[src/rtl/ysyx_25060173_pkg.sv]
// ---------------------------------------------------------------------------
// ysyx_25060173_pkg
// Shared definitions for the multi-cycle core sequencer:
//   - core_state_t     : sequencer FSM state encoding
//   - RESET_PC_DEFAULT : PC loaded on reset
//   - EBREAK_INST      : encoding of the ebreak instruction
//   - is_ebreak_word() : helper comparing an instruction word to EBREAK_INST
// ---------------------------------------------------------------------------
package ysyx_25060173_pkg;

    typedef enum logic [2:0] {
        ST_IDLE       = 3'd0,
        ST_FETCH_REQ  = 3'd1,
        ST_FETCH_WAIT = 3'd2,
        ST_EXEC       = 3'd3,
        ST_HALT       = 3'd4
    } core_state_t;

    localparam logic [31:0] RESET_PC_DEFAULT = 32'h8000_0000;
    localparam logic [31:0] EBREAK_INST      = 32'h0010_0073;

    function automatic logic is_ebreak_word(input logic [31:0] w);
        return (w == EBREAK_INST);
    endfunction

endpackage

[src/rtl/ysyx_25060173_core_seq_perf_cnt.sv]
// ---------------------------------------------------------------------------
// ysyx_25060173_perf_cnt
// Free-running performance counters for the core sequencer.
//   clk       in   clock
//   rst       in   synchronous active-high reset, clears both counters
//   retire    in   one-cycle pulse per retired instruction
//   cycle_cnt out  cycles since reset (wraps modulo 2^32)
//   instret   out  retired instruction count (wraps modulo 2^32)
// ---------------------------------------------------------------------------
module ysyx_25060173_perf_cnt (
    input  logic        clk,
    input  logic        rst,
    input  logic        retire,
    output logic [31:0] cycle_cnt,
    output logic [31:0] instret
);

    logic [31:0] r_cycle_cnt;
    logic [31:0] r_instret;

    always_ff @(posedge clk) begin
        if (rst) begin
            r_cycle_cnt <= 32'd0;
            r_instret   <= 32'd0;
        end else begin
            r_cycle_cnt <= r_cycle_cnt + 32'd1;
            if (retire) begin
                r_instret <= r_instret + 32'd1;
            end
        end
    end

    assign cycle_cnt = r_cycle_cnt;
    assign instret   = r_instret;

endmodule

[src/rtl/ysyx_25060173_core_seq.sv]
// ---------------------------------------------------------------------------
// ysyx_25060173_core_seq
// Multi-cycle instruction sequencer: fetches one instruction over a
// valid/ready request + valid response memory port, holds it on inst,
// strobes exec for one cycle, then advances pc from the datapath's next_pc.
// An ebreak stops the core in HALT until reset.
//
// Optional feature: define YSYX_25060173_FETCH_TIMEOUT_EN to build a fetch
// watchdog that halts the core (timeout=1, halted=1) after FETCH_TIMEOUT
// cycles in FETCH_WAIT without a response. Without it, FETCH_WAIT waits
// forever and timeout is tied to 0.
//
// Ports:
//   clk, rst          clock, synchronous active-high reset
//   imem_req_valid    out  fetch request valid (FETCH_REQ only)
//   imem_req_ready    in   memory accepts the request
//   imem_req_addr     out  fetch address (= pc)
//   imem_resp_valid   in   fetch data valid
//   imem_resp_data    in   fetched instruction
//   inst              out  latched instruction for the datapath
//   exec              out  one-cycle execute strobe
//   rf_we_en          out  register-file write gate (exec && !is_ebreak)
//   pc                out  current PC
//   next_pc           in   next PC from the datapath
//   is_ebreak         in   decoder flag for inst
//   halted            out  sticky halt flag
//   timeout           out  sticky fetch-timeout flag
//   cycle_cnt         out  cycles since reset
//   instret           out  retired instruction count
// ---------------------------------------------------------------------------
module ysyx_25060173_core_seq
    import ysyx_25060173_pkg::*;
#(
    parameter logic [31:0] RESET_PC      = RESET_PC_DEFAULT,
    parameter int unsigned FETCH_TIMEOUT = 255
) (
    input  logic        clk,
    input  logic        rst,
    output logic        imem_req_valid,
    input  logic        imem_req_ready,
    output logic [31:0] imem_req_addr,
    input  logic        imem_resp_valid,
    input  logic [31:0] imem_resp_data,
    output logic [31:0] inst,
    output logic        exec,
    output logic        rf_we_en,
    output logic [31:0] pc,
    input  logic [31:0] next_pc,
    input  logic        is_ebreak,
    output logic        halted,
    output logic        timeout,
    output logic [31:0] cycle_cnt,
    output logic [31:0] instret
);

    core_state_t r_state;
    core_state_t w_state_nxt;

    logic [31:0] r_pc;
    logic [31:0] r_inst;
    logic        r_halted;
    logic        r_timeout;

    logic        w_req_fire;
    logic        w_resp_take;
    logic        w_wd_expire;

    assign w_req_fire  = (r_state == ST_FETCH_REQ)  && imem_req_ready;
    // Responses are only meaningful in FETCH_WAIT; anything arriving in other
    // states (including the late answer to a fetch abandoned by reset) is ignored.
    assign w_resp_take = (r_state == ST_FETCH_WAIT) && imem_resp_valid;

`ifdef YSYX_25060173_FETCH_TIMEOUT_EN
    logic [31:0] r_wd_cnt;

    // r_wd_cnt holds the number of FETCH_WAIT cycles already spent before the
    // current one, so the FETCH_TIMEOUT-th silent cycle is the one that expires.
    assign w_wd_expire = (r_state == ST_FETCH_WAIT) && !imem_resp_valid &&
                         ((r_wd_cnt + 32'd1) >= 32'(FETCH_TIMEOUT));

    always_ff @(posedge clk) begin
        if (rst) begin
            r_wd_cnt <= 32'd0;
        end else if (w_req_fire) begin
            r_wd_cnt <= 32'd0;
        end else if (r_state == ST_FETCH_WAIT) begin
            r_wd_cnt <= r_wd_cnt + 32'd1;
        end
    end
`else
    logic w_unused_fetch_timeout;

    assign w_wd_expire            = 1'b0;
    assign w_unused_fetch_timeout = (FETCH_TIMEOUT != 0);
`endif

    // State register
    always_ff @(posedge clk) begin
        if (rst) begin
            r_state <= ST_IDLE;
        end else begin
            r_state <= w_state_nxt;
        end
    end

    // Next-state logic
    always_comb begin
        w_state_nxt = r_state;
        case (r_state)
            ST_IDLE:       w_state_nxt = ST_FETCH_REQ;
            ST_FETCH_REQ:  if (w_req_fire) w_state_nxt = ST_FETCH_WAIT;
            ST_FETCH_WAIT: begin
                if (w_resp_take) begin
                    w_state_nxt = ST_EXEC;
                end else if (w_wd_expire) begin
                    w_state_nxt = ST_HALT;
                end
            end
            ST_EXEC:       w_state_nxt = is_ebreak ? ST_HALT : ST_FETCH_REQ;
            ST_HALT:       w_state_nxt = ST_HALT;
            default:       w_state_nxt = ST_IDLE;
        endcase
    end

    // Output logic
    always_comb begin
        imem_req_valid = 1'b0;
        exec           = 1'b0;
        rf_we_en       = 1'b0;
        case (r_state)
            ST_FETCH_REQ: imem_req_valid = 1'b1;
            ST_EXEC: begin
                exec     = 1'b1;
                rf_we_en = !is_ebreak;
            end
            default: ;
        endcase
    end

    // PC, instruction latch and sticky status flags
    always_ff @(posedge clk) begin
        if (rst) begin
            r_pc      <= RESET_PC;
            r_inst    <= 32'd0;
            r_halted  <= 1'b0;
            r_timeout <= 1'b0;
        end else begin
            if (w_resp_take) begin
                r_inst <= imem_resp_data;
            end
            if (r_state == ST_EXEC) begin
                if (is_ebreak) begin
                    r_halted <= 1'b1;
                end else begin
                    r_pc <= next_pc;
                end
            end
            if (w_wd_expire) begin
                r_timeout <= 1'b1;
                r_halted  <= 1'b1;
            end
        end
    end

    ysyx_25060173_perf_cnt u_perf (
        .clk       (clk),
        .rst       (rst),
        .retire    (exec),
        .cycle_cnt (cycle_cnt),
        .instret   (instret)
    );

    assign imem_req_addr = r_pc;
    assign pc            = r_pc;
    assign inst          = r_inst;
    assign halted        = r_halted;
    assign timeout       = r_timeout;

endmodule

[config.mk]
export PLATFORM = sky130hd
export DESIGN_NAME = ysyx_25060173_core_seq
export DESIGN_NICKNAME = d
export VERILOG_FILES = /design/src/rtl/ysyx_25060173_pkg.sv /design/src/rtl/ysyx_25060173_core_seq_perf_cnt.sv /design/src/rtl/ysyx_25060173_core_seq.sv
export SDC_FILE = /design/constraint.sdc
export NUM_CORES = 1
export LEC_CHECK = 0
export ABC_CLOCK_PERIOD_IN_PS = 2000
export BUFFER_PORTS_ARGS = -buffer_cell sky130_fd_sc_hd__buf_2
export CELL_PAD_IN_SITES_DETAIL_PLACEMENT = 1
export CELL_PAD_IN_SITES_GLOBAL_PLACEMENT = 2
export CORE_MARGIN = 2
export CORE_UTILIZATION = 24
export DETAILED_ROUTE_END_ITERATION = 10
export PLACE_DENSITY_LB_ADDON = 0.08
export SLEW_MARGIN = 20
export SYNTH_ARGS = -nofsm -noshare
export SYNTH_HDL_FRONTEND = slang
export SYNTH_SLANG_ARGS = --single-unit
[constraint.sdc]
create_clock -name clk -period 2 [get_ports clk]
set_input_delay 0.3 -clock clk [delete_from_list [all_inputs] [get_ports clk]]
set_output_delay 0.3 -clock clk [all_outputs]
set_load 0.02 [all_outputs]
## After elaboration in Yosys (flattened, before gate mapping)

Index checks and enable logic that the tools add are counted.

| operators by class | value |
|---|---|
| add/sub/neg operators | 2 |
| equality and inequality tests | 6 |
| muxes and demuxes | 7 |
| bitwise operators | 1 |
| reductions and logical operators | 7 |

Operators by type and width:

| operator | count |
|---|---|
| $add 32x1->32 const B | 2 |
| $pmux 3 s5 | 1 |
| $mux 3 | 3 |
| $eq 3x2->1 const B | 2 |
| $reduce_and 2->1 | 3 |
| $ne 2x2->1 const B | 2 |
| $eq 3x1->1 const B | 1 |
| $eq 3x3->1 const B | 1 |
| $logic_not 3->1 | 1 |
| $mux 1 | 3 |
| $logic_and 1x1->1 | 2 |
| $logic_not 1->1 | 1 |
| $not 1->1 | 1 |

| storage, ports and cells | value |
|---|---|
| register bits after elaboration | 132 |
| output and inout bits | 165 |
| logic and storage cells | 29 |

## Logic depth before layout (Yosys ltp)

| depth | value |
|---|---|
| depth in word-level cells | 4 |
| gate-level depth with buffers | 9 |
| mapped depth without buffers | 6 |

## Hierarchy

A second synthesis with hierarchy kept.

| unflattened totals | value |
|---|---|
| cell total of the unflattened synthesis | 689 |
| area total of the unflattened synthesis | 6382.4 um^2 |

Modules (own cells, without submodules):

| module | instances | cells each | area an instance (um^2) |
|---|---|---|---|
| ysyx_25060173_core_seq | 1 | 334 | 3357.0 |
| ysyx_25060173_perf_cnt | 1 | 355 | 3025.4 |

## Least setup slack after synthesis

Ideal clock, no wire load.

| timing | value |
|---|---|
| path type | register to register |
| start point | register u_perf.r_cycle_cnt[8], in the netlist u_perf.cycle_cnt[8] |
| end point | register u_perf.r_cycle_cnt[27], in the netlist u_perf.cycle_cnt[27] |
| setup time | 0.070 ns |
| arrival time | 1.990 ns |
| data required time | 1.930 ns |
| setup slack | -0.060 ns |
| cell stages (with the launch flop) | 6 |
| clock period less this slack | 2.060 ns |
| path through | dfxtp_1 -> nand4_1 -> or4_4 -> buf_6 -> or4_1 -> a21oi_1 |

| on the way | value |
|---|---|
| longest elaborated chain between the ends | 1 |

Ends and longest elaborated chain:

| element | line | text |
|---|---|---|
| start: declaration | ysyx_25060173_core_seq_perf_cnt.sv:18 | `logic [31:0] r_cycle_cnt;` |
| start signal: assignment | ysyx_25060173_core_seq_perf_cnt.sv:26 | `r_cycle_cnt <= r_cycle_cnt + 32'd1;` |
| $add 32x1->32 | ysyx_25060173_core_seq_perf_cnt.sv:26 |  |

Every way passes these cells.
A chain may end at the register's enable or synchronous reset.

## Final worst setup path

| timing | value |
|---|---|
| start point | register u_perf.r_cycle_cnt[0], in the netlist u_perf.cycle_cnt[0] |
| end point | register u_perf.r_cycle_cnt[18], in the netlist u_perf.cycle_cnt[18] |

Same word-level chain as after synthesis.

==> impl_results.md <==
* Status: finished clean
* CTS tree: built
* Largest net degree at the start of global routing at 38
* Wire length per cell at roughly 16 um
* Setup TNS at 0 ps
* Reg clk slew, reported paths at around 60 ps
* R2r setup slk at 30 ps
* Syn Inst Count at slightly below 700
* Layout cells sized above 1 at a little over a third
* FMAX at around 0.5 GHz
* CP Launch Type: flop
* Max Transition Viols Final at 0
* WP data required at 2350 ps
* RSZ-0062 raised after global routing: true
* Distinct cells, synth at 38
* MaxCap Viol Count at 0
* TritonCTS Buffers at 17
* Post-Synth Simple-Gate Area at about a quarter
* Worst hold margin at 111 ps
* Detailed Routing Iterations Pass 1 at 4
* Via count at around 5800
* Total grt overflow at 0
* Hold EP: imem_req_addr[31]$_SDFFE_PP1P_
* Area grow syn2layout at 39.8%
* Post-synth EDFFs at 0
* Clk sinks at 132
* I/O pin count at approximately 230
* GRT Total Usage at around 16%
* GPL Wtd Cong at 0.779
* Flops & latches, synth at around 130
* Fin crit share at around 98%
* Clk root buf: clkbuf_16
* Min-Delay Path Class: primary input to flop
* Busiest grt layer: met2
* Antenna violations before repair at 3
* Antenna Nets Post-Route at 0
* VDD IR max at 0.468 mV
* Die width at roughly 160 um
* DR iter-0 viols at 165
* Nets at approximately 990
* Final hold viol count at 0
* Crit end category: flop
* H-tree levels at 4
* Worst skew pair latency at 420 ps
* GR Util met1 at between 15 and 20%
* Largest family of logic cells by synthesized area: simple AND/OR/NAND/NOR gates
* Die area at between 20000 and 25000 um2
* Final WL at around 20 mm
* Syn avg cell area at around 8.2 um2
* Hold_sp: next_pc[31]
* Netlist Area Pre-Place at 5610 um2
* Met2 usage at 28.6%
* M3 GR Usage at under 10%
* Net Count, Synth at around 760
* Seq/Total Area, Yosys at 47.1%
* Core Rows at between 50 and 60
* Synth Area in XOR/XNOR at between 3 and 4%
* First-pass GRT wire length at 30.8 mm
* Worst Path Class, Setup: flop to flop
* Min cycle time layout at 1970 ps
* FF-to-FF Start: u_perf.cycle_cnt[0]$_SDFF_PP0_
* Post-synth top flop: dfxtp_1
* Vias per cell at between 4 and 5
* Hold path cells at 3
* Pwr/cell area at roughly 800 nW/um2
* Core footprint at around 23000 um2
* Starting Density at 24.6%
* Clock Path Buffers at 2
* HPWL after detailed placement at about 15 mm
* Post-route DRC at 0
* Vias in the first global route at about 6000
* Die Ht at 157 um
* Synth Area in Compound Gates at between 10 and 15%
* Port buffer count at 232
* Post-Synth Adder-Cell Area at 0.446%
* Asr flop ratio synth at 0%
* FF-to-FF End: u_perf.cycle_cnt[18]$_SDFF_PP0_
* Ys Warns at 0
* # setup viols final at 0
* Mux share of post-synthesis cell area at less than 1%
* Arrival time worst endpoint at roughly 2300 ps
* Reg2Reg Depth at 5
* Leakage at 3.37 nW
* Post-route design area at between 7000 and 8000 um2
* Final Util at roughly 34%
* Worst Skew at roughly 10 ps
* Instance area at placement at slightly above 7000 um2
* CP Max Fanout at 5
logic make-up (layout without fill, tap and decap cells):
kind of cell / after synthesis / in the layout
compound gates: 147 / 147
flops: 132 / 132
mux: 3 / 3
xor+xnor: 20 / 20
buf+inv: 81 / 324
other cells: 1 / 2
simple gates: 300 / 301
fa+ha+maj: 2 / 2
metrics by stage:
stage | worst slack (ps) | total power (W) | instances
3_5_place_dp | 46.0 | 0.00310 | 1210
2_1_floorplan | 4.10 | 0.00293 | 686
6_report | 31.9 | 0.00631 | 1244
3_3_place_gp | 110 | 0.00309 | 1210
5_1_grt | -62.0 | 0.00658 | 1243
4_1_cts | 10.7 | 0.00644 | 1242
report_power, final:
| part | internal (W) | switching (W) |
|---|---|---|
| sequential | 0.00267 | 0.0000230 |
| combinational | 0.000133 | 0.000214 |
| clock | 0.00207 | 0.00120 |
| total | 0.00487 | 0.00143 |
critical path, cell delays in order (launching register included):
cell	delay, ps
dfxtp_2	370
ha_2	230
nand3_1	110
or4_1	580
or4_1	460
a21oi_2	160
synth_stat cells (2+ instances only):
master	number	area (um2)
a21oi_1	106	531
and3_1	12	75.1
and4_1	10	87.6
buf_1	5	18.8
buf_2	2	10.0
buf_4	33	248
clkbuf_1	32	120
dfxtp_1	132	2640
ha_1	2	25.0
inv_1	8	30.0
mux2_2	2	22.5
nand2_1	150	563
nand3_1	29	145
nand3b_1	2	15.0
nand4_1	14	87.6
nor2_1	28	105
nor2b_1	4	25.0
nor3_1	3	15.0
nor4_1	2	12.5
o21ai_0	9	45.0
o31ai_1	28	210
or3_1	9	56.3
or4_1	31	233
xnor2_1	5	43.8
xor2_1	15	131
state kept, by name, summed over array words and instances, names as in the netlist:
name              flops
halted                1
imem_req_addr        32
inst                 32
r_state               3
u_perf.cycle_cnt     32
u_perf.instret       32
cell usage in the layout, fill, tap and decap left out, types with 9 or more instances in the layout:
master / n
nor2_1: 28
dfxtp_1: 123
and4_1: 10
o21ai_0: 9
nand2_1: 150
and3_1: 12
or3_1: 9
dfxtp_2: 9
buf_2: 231
a21oi_1: 105
o31ai_1: 27
buf_4: 51
clkbuf_16: 17
nand3_1: 27
nand4_1: 14
or4_1: 30
xor2_1: 15
worst max-delay path by stage:
stage	start	to	slack [ps]	depth (start not counted)
global placement	u_perf.cycle_cnt[11]$_SDFF_PP0_	u_perf.cycle_cnt[26]$_SDFF_PP0_	110	4
CTS	u_perf.cycle_cnt[11]$_SDFF_PP0_	u_perf.cycle_cnt[24]$_SDFF_PP0_	10	4
finish	u_perf.cycle_cnt[0]$_SDFF_PP0_	u_perf.cycle_cnt[18]$_SDFF_PP0_	30	5
global route	u_perf.cycle_cnt[0]$_SDFF_PP0_	u_perf.cycle_cnt[18]$_SDFF_PP0_	-60	5
detailed placement	u_perf.cycle_cnt[11]$_SDFF_PP0_	u_perf.cycle_cnt[26]$_SDFF_PP0_	50	4
floorplan	u_perf.cycle_cnt[6]$_SDFF_PP0_	u_perf.cycle_cnt[27]$_SDFF_PP0_	4	5
final cells by class:
cell class              count  area [um2]
clock buffers              22         474
repair buffers            284        1580
multi-input cells         474        2570
well taps                 313         392
flip-flops and latches    132        2650
diodes                      1        2.50
inverters                   8        32.5
clock inverters            10         146
fillers                  2775       14900
metal layers:
layer  share of wire, %  vias to the layer above
met5              0.066                        -
met4                1.1                        2
li1                   -                     2847
met1                 42                     2796
met3                6.1                       21
met2                 50                      148
timing repair:
item	CTS	global route
hold endpoints to repair	0	0
endpoints found under the setup margin	1	17
gates cloned	0	1
gates resized for setup	2	6
buffers inserted	0	0
hold buffers	0	0
pin swaps	0	1
(Power assumes the default switching activity.)
